$ cat src/rtl/fifo_multiport_if.sv
// Bundle of push/pop handshake and status signals for fifo_multiport.
// The master drives push/pop requests; the slave is the FIFO itself.
interface fifo_multiport_if #(
  parameter int DATA_WIDTH = 32,
  parameter int FIFO_DEPTH = 8,
  parameter int PUSH_W     = 2,
  parameter int POP_W      = 2
);
  localparam int PUSH_NUM_W = $clog2(PUSH_W + 1);
  localparam int POP_NUM_W  = $clog2(POP_W + 1);
  localparam int CNT_W      = $clog2(FIFO_DEPTH) + 1;

  logic [PUSH_NUM_W-1:0]        push_num;
  logic [PUSH_W*DATA_WIDTH-1:0] push_data;
  logic                         push_ok;
  logic [POP_NUM_W-1:0]         pop_num;
  logic [POP_W*DATA_WIDTH-1:0]  pop_data;
  logic [POP_W-1:0]             pop_valid;
  logic [CNT_W-1:0]             count;
  logic [CNT_W-1:0]             free;
  logic                         full;
  logic                         empty;
  logic                         almost_full;
  logic                         almost_empty;

  modport master (
    output push_num, push_data, pop_num,
    input  push_ok, pop_data, pop_valid, count, free, full, empty, almost_full, almost_empty
  );

  modport slave (
    input  push_num, push_data, pop_num,
    output push_ok, pop_data, pop_valid, count, free, full, empty, almost_full, almost_empty
  );
endinterface

$ cat src/rtl/fifo_multiport.sv
// Multi-entry FIFO: up to PUSH_W writes and POP_W reads per cycle, first-word-fall-through
// head window, registered occupancy with combinational status flags and synchronous flush.
module fifo_multiport #(
  parameter int DATA_WIDTH = 32,
  parameter int FIFO_DEPTH = 8,
  parameter int PUSH_W     = 2,
  parameter int POP_W      = 2,
  parameter int AFULL_TH   = FIFO_DEPTH - 2,
  parameter int AEMPTY_TH  = 1
) (
  input logic              clk,
  input logic              rst,
  input logic              clr,
  fifo_multiport_if.slave  bus
);
  localparam int PTR_W = $clog2(FIFO_DEPTH);
  localparam int CNT_W = $clog2(FIFO_DEPTH) + 1;

  localparam logic [CNT_W-1:0] DEPTH_C  = CNT_W'(FIFO_DEPTH);
  localparam logic [CNT_W-1:0] AFULL_C  = CNT_W'(AFULL_TH);
  localparam logic [CNT_W-1:0] AEMPTY_C = CNT_W'(AEMPTY_TH);

  logic [DATA_WIDTH-1:0] mem [FIFO_DEPTH];
  logic [PTR_W-1:0]      wr_ptr_q, rd_ptr_q;
  logic [CNT_W-1:0]      count_q;

  logic [CNT_W-1:0] free;
  logic [CNT_W-1:0] push_cnt;
  logic [CNT_W-1:0] pop_req;
  logic [CNT_W-1:0] popped;
  logic [CNT_W-1:0] pushed;
  logic             do_push;
  logic             flush;

  assign flush    = rst | clr;
  assign free     = DEPTH_C - count_q;
  assign push_cnt = CNT_W'(bus.push_num);
  assign pop_req  = CNT_W'(bus.pop_num);

  // Room is judged on pre-cycle occupancy; a same-cycle pop does not free space.
  assign bus.push_ok = (push_cnt <= free);
  assign do_push     = (bus.push_num != '0) && bus.push_ok;
  assign pushed      = do_push ? push_cnt : '0;
  assign popped      = (pop_req > count_q) ? count_q : pop_req;

  always_ff @(posedge clk) begin
    if (flush) begin
      wr_ptr_q <= '0;
      rd_ptr_q <= '0;
      count_q  <= '0;
    end else begin
      wr_ptr_q <= wr_ptr_q + PTR_W'(pushed);
      rd_ptr_q <= rd_ptr_q + PTR_W'(popped);
      count_q  <= count_q + pushed - popped;
    end
  end

  // Storage is not reset; writes are suppressed while flushing.
  always_ff @(posedge clk) begin
    if (!flush && do_push) begin
      for (int i = 0; i < PUSH_W; i++) begin
        if (i < int'(bus.push_num)) begin
          mem[wr_ptr_q + PTR_W'(i)] <= bus.push_data[i*DATA_WIDTH +: DATA_WIDTH];
        end
      end
    end
  end

  always_comb begin
    bus.pop_data  = '0;
    bus.pop_valid = '0;
    for (int j = 0; j < POP_W; j++) begin
      bus.pop_data[j*DATA_WIDTH +: DATA_WIDTH] = mem[rd_ptr_q + PTR_W'(j)];
      bus.pop_valid[j]                         = (CNT_W'(j) < count_q);
    end
  end

  assign bus.count        = count_q;
  assign bus.free         = free;
  assign bus.full         = (count_q == DEPTH_C);
  assign bus.empty        = (count_q == '0);
  assign bus.almost_full  = (count_q >= AFULL_C);
  assign bus.almost_empty = (count_q <= AEMPTY_C);

endmodule

$ cat src/flat_wrapper.sv
// flat-port wrapper written by rule: the top's interface ports become plain ports
module fifo_multiport_flat 
#(
  parameter int DATA_WIDTH = 32,
  parameter int FIFO_DEPTH = 8,
  parameter int PUSH_W     = 2,
  parameter int POP_W      = 2,
  parameter int AFULL_TH   = FIFO_DEPTH - 2,
  parameter int AEMPTY_TH  = 1
)
  (clk, rst, clr, bus_push_num, bus_push_data, bus_pop_num, bus_push_ok, bus_pop_data, bus_pop_valid, bus_count, bus_free, bus_full, bus_empty, bus_almost_full, bus_almost_empty);
  fifo_multiport_if #(.DATA_WIDTH(DATA_WIDTH), .FIFO_DEPTH(FIFO_DEPTH), .PUSH_W(PUSH_W), .POP_W(POP_W)) bus_i ();
  input logic clk;
  input logic rst;
  input logic clr;
  input wire logic [$bits(bus_i.push_num)-1:0] bus_push_num;
  input wire logic [$bits(bus_i.push_data)-1:0] bus_push_data;
  input wire logic [$bits(bus_i.pop_num)-1:0] bus_pop_num;
  output wire logic [$bits(bus_i.push_ok)-1:0] bus_push_ok;
  output wire logic [$bits(bus_i.pop_data)-1:0] bus_pop_data;
  output wire logic [$bits(bus_i.pop_valid)-1:0] bus_pop_valid;
  output wire logic [$bits(bus_i.count)-1:0] bus_count;
  output wire logic [$bits(bus_i.free)-1:0] bus_free;
  output wire logic [$bits(bus_i.full)-1:0] bus_full;
  output wire logic [$bits(bus_i.empty)-1:0] bus_empty;
  output wire logic [$bits(bus_i.almost_full)-1:0] bus_almost_full;
  output wire logic [$bits(bus_i.almost_empty)-1:0] bus_almost_empty;
  assign bus_i.push_num = bus_push_num;
  assign bus_i.push_data = bus_push_data;
  assign bus_i.pop_num = bus_pop_num;
  assign bus_push_ok = bus_i.push_ok;
  assign bus_pop_data = bus_i.pop_data;
  assign bus_pop_valid = bus_i.pop_valid;
  assign bus_count = bus_i.count;
  assign bus_free = bus_i.free;
  assign bus_full = bus_i.full;
  assign bus_empty = bus_i.empty;
  assign bus_almost_full = bus_i.almost_full;
  assign bus_almost_empty = bus_i.almost_empty;
  fifo_multiport #(.DATA_WIDTH(DATA_WIDTH), .FIFO_DEPTH(FIFO_DEPTH), .PUSH_W(PUSH_W), .POP_W(POP_W), .AFULL_TH(AFULL_TH), .AEMPTY_TH(AEMPTY_TH)) u_core (.clk(clk), .rst(rst), .clr(clr), .bus(bus_i));
endmodule
$ cat config.mk
export PLATFORM = sky130hd
export DESIGN_NAME = fifo_multiport_flat
export DESIGN_NICKNAME = d
export VERILOG_FILES = /design/src/rtl/fifo_multiport_if.sv /design/src/rtl/fifo_multiport.sv /design/src/flat_wrapper.sv
export SDC_FILE = /design/constraint.sdc
export NUM_CORES = 1
export LEC_CHECK = 0
export CAP_MARGIN = 20
export CORE_MARGIN = 3
export CORE_UTILIZATION = 50
export DETAILED_ROUTE_END_ITERATION = 10
export PLACE_DENSITY = 0.72
export SKIP_CTS_REPAIR_TIMING = 1
export SYNTH_ARGS = -nofsm -noshare
export SYNTH_HDL_FRONTEND = slang
export SYNTH_SLANG_ARGS = --single-unit
export TNS_END_PERCENT = 10
$ cat constraint.sdc
create_clock -name clk -period 4.36 [get_ports clk]
set_input_delay 0.654 -clock clk [delete_from_list [all_inputs] [get_ports clk]]
set_output_delay 0.654 -clock clk [all_outputs]
set_load 0.01 [all_outputs]
==> flow_summary.toml <==
[clock_tree]
cts_root_buffer = "clkbuf_16"
clkSinkCount = 266
clk_latency_ns = 0.53
clk_pin_slew_ns = 0.06
h-tree-depth = 1
cts_buffers = 29
cts_tree = "done"
cts_buffer_depth = 3

[setup_path]
cp_cell_sequence = "ha_4, buf_4, mux4_2, mux2_2, clkdlybuf4s50_1"
crit_required_ns = 3.71
cpMaxStageDelayCell = "dfxtp_4"
path_buf_inv = 2
rrSetupSlack_ns = 0.95
end_kind = "output port"
crit_path_start = "u_core.rd_ptr_q[0]"
timing.critical_path.to = "bus_pop_data[51]"
criticalPathCategory = "reg2out"
rr_startpoint = "u_core.bus.count[0]"
path_delay_family = "buffers and inverters"
worstPathArrival_ns = 3.21
slowest_delay_ns = 0.61
r2r_end = "u_core.bus.count[3]"
cp.depth = 5
critPathLaunchType = "register"
reg2reg_depth = 16
critPathMaxFanout = 28

[die]
die_w_um = 186
core-area_um2 = 31700
die_area_um2 = 34500
fp.dieH_um = 186
io-pin-count = 150
rows = 65
initial_core_util = 0.510

[logic_synthesis]
synth_xor_xnor_area_share = 0.00750
synth-seq-cells = 266
synth_compound_area_frac = 0.0175
syn_area_per_cell_um2 = 17.9
synthAdderAreaFrac = 0.0173
synth_cells = 906
syn_nets = 997
synth.mux.area_fraction = 0.418
syn_area_um2 = 16200
ys_async_sr_fraction = 0
yosys_warnings = 0
synth_cell_types = 46
synth_top_family_by_area = "multiplexers"
ys_seq_area_frac = 0.488
synth-edff-count = 256
ys.flop_type = "edfxtp_1"
yosys.area_share.simple = 0.0176

[pwr]
leakage_uw = 0.00644
peakVddDrop_mv = 0.318
powerDensity_nw_per_um2 = 459
total_power_uw = 8780

[placement]
dpl-instance-area_um2 = 18200
pre_cts_ws_ns = 0.733
io_buffers = 149
gp_congestion = 0.767
hpwlAfterDp_mm = 23.8

[timing]
rsz0062_at_grt = "false"
finalSetupTns_ns = 0
finalCritPeriodShare = 0.887
clock.fmax_mhz = 259
worst_pin_slew_ns = 0.736
hold_viol_final = 0
setup_slack_ns = 0.494
slew_headroom = 0.509
worst_clock_skew_ns = 0.00923
setup_violations = 0
min_period_ns = 3.87
drv_slew = 0

[detailed_routing]
avgViaCountPerCell = 6.20
vias = 9176
drt-initial-drc-count = 676
first_pass_iters = 5
drc_errors = 0
ant_nets = 0
wl_per_cell_um = 26.6
routed_wl_mm = 39.4

[layout]
final_util = 0.603
final_area_um2 = 19100
area_growth_pct = 18.3
nNetsFinal = 1147
drive_gt1_frac = 0.461

[grt]
antenna_found_initial = 1
grt-ovfl-total = 0
grt_pass1_wl_mm = 59.5
grt_max_degree = 70
track_usage = 0.230
first_global_vias = 9694

[run]
drv_cap = 0

[min_path]
min_path_cells = 2
hold_path_class = "reg2reg"

[status]
outcome = "finished clean"
[cell usage after synthesis, types with 2 or more instances]
library cell,n,share of area
mux2_4,75,0.070
mux2_2,195,0.14
fa_1,4,0.0050
nand2_1,16,0.0037
buf_12,3,0.0037
inv_1,18,0.0042
nor2b_1,2,0.00077
mux4_2,128,0.18
a21oi_1,8,0.0025
o211ai_4,6,0.0079
nor2_1,15,0.0035
nor3_2,3,0.0019
ha_1,16,0.012
a31oi_1,3,0.0012
mux2_1,50,0.035
and2_1,6,0.0023
o21ai_4,2,0.0020
xnor2_1,4,0.0022
o21a_1,2,0.00093
o21ai_0,3,0.00093
dfxtp_1,10,0.012
edfxtp_1,256,0.48
buf_6,22,0.015
buf_2,14,0.0043
clkbuf_1,22,0.0051
xor2_1,3,0.0016
[how the worst min path moves through the flow]
stage | start | to | slack (ns)
CTS | u_core.wr_ptr_q[2] | u_core.wr_ptr_q[2] | 0.70
global route | u_core.wr_ptr_q[2] | u_core.wr_ptr_q[2] | 0.76
floorplan | u_core.rd_ptr_q[0] | u_core.rd_ptr_q[0] | 0.59
finish | u_core.wr_ptr_q[2] | u_core.wr_ptr_q[2] | 0.71
detailed placement | u_core.wr_ptr_q[2] | u_core.wr_ptr_q[2] | 0.69
global placement | u_core.wr_ptr_q[2] | u_core.wr_ptr_q[2] | 0.68
[per-layer routing]
metal / vias up / global-route usage / wire length (um)
li1: 4045 / - / -
met1: 4792 / 0.313 / 16400
met2: 289 / 0.399 / 20000
met3: 48 / 0.0346 / 2370
met4: 2 / 0.0441 / 602
met5: - / 0 / 13
[registers in the layout (all words and copies together) (netlist names)]
register / cells
u_core.wr_ptr_q: 3
u_core.mem: 256
u_core.rd_ptr_q: 3
u_core.bus.count: 4
[cell families (layout without fill, tap and decap cells)]
family | after synthesis | in the layout
AOI/OAI and AO/OA | 28 | 28
xor gates and xnor gates | 10 | 10
buffers and inverters | 81 | 253
and+or+nand+nor | 53 | 53
muxes | 448 | 448
other | 0 | 1
adders and majority gates | 20 | 20
DFF | 266 | 266
[area by class of cell]
cell class	count	area, um^2
tap	402	503
clock inverter	13	131
clock buffer	40	767
fill	2368	12600
sequential	266	7900
antenna	1	2.50
timing repair buffer	182	1910
multi-input combinational	559	7850
inverter	18	67.6
[per-stage QoR]
step / cells / hold WS [ns]
after floorplan: 906 / 0.595
after global placement: 1427 / 0.685
after detailed placement: 1427 / 0.688
after CTS: 1480 / 0.698
after global routing: 1480 / 0.765
final: 1481 / 0.710
[worst min-delay path, cell delays in order, from the launching register on]
cell     delay, ns
dfxtp_1       0.43
xnor2_1       0.20
nor2_1        0.04
[power by group]
part	switching (uW)	total, uW	internal, uW
sequential	104	3080	2980
clock	958	2350	1390
combinational	1540	3350	1810
[layout by cell type (no fill, tap or decap), types with 6 or more instances in the layout]
cell             instances
inv_1                   18
buf_12                  14
edfxtp_1               256
clkdlybuf4s50_1        149
and2_1                   6
mux4_2                 128
mux2_1                  50
o211ai_4                 6
mux2_2                 195
a21oi_4                  6
clkbuf_1                11
clkinv_1                 7
clkbuf_16               29
nand2_1                 16
mux2_4                  75
nor2_1                  13
ha_1                    15
dfxtp_1                  7
buf_4                   19
No activity file was read; power rests on OpenSTA's default activity.
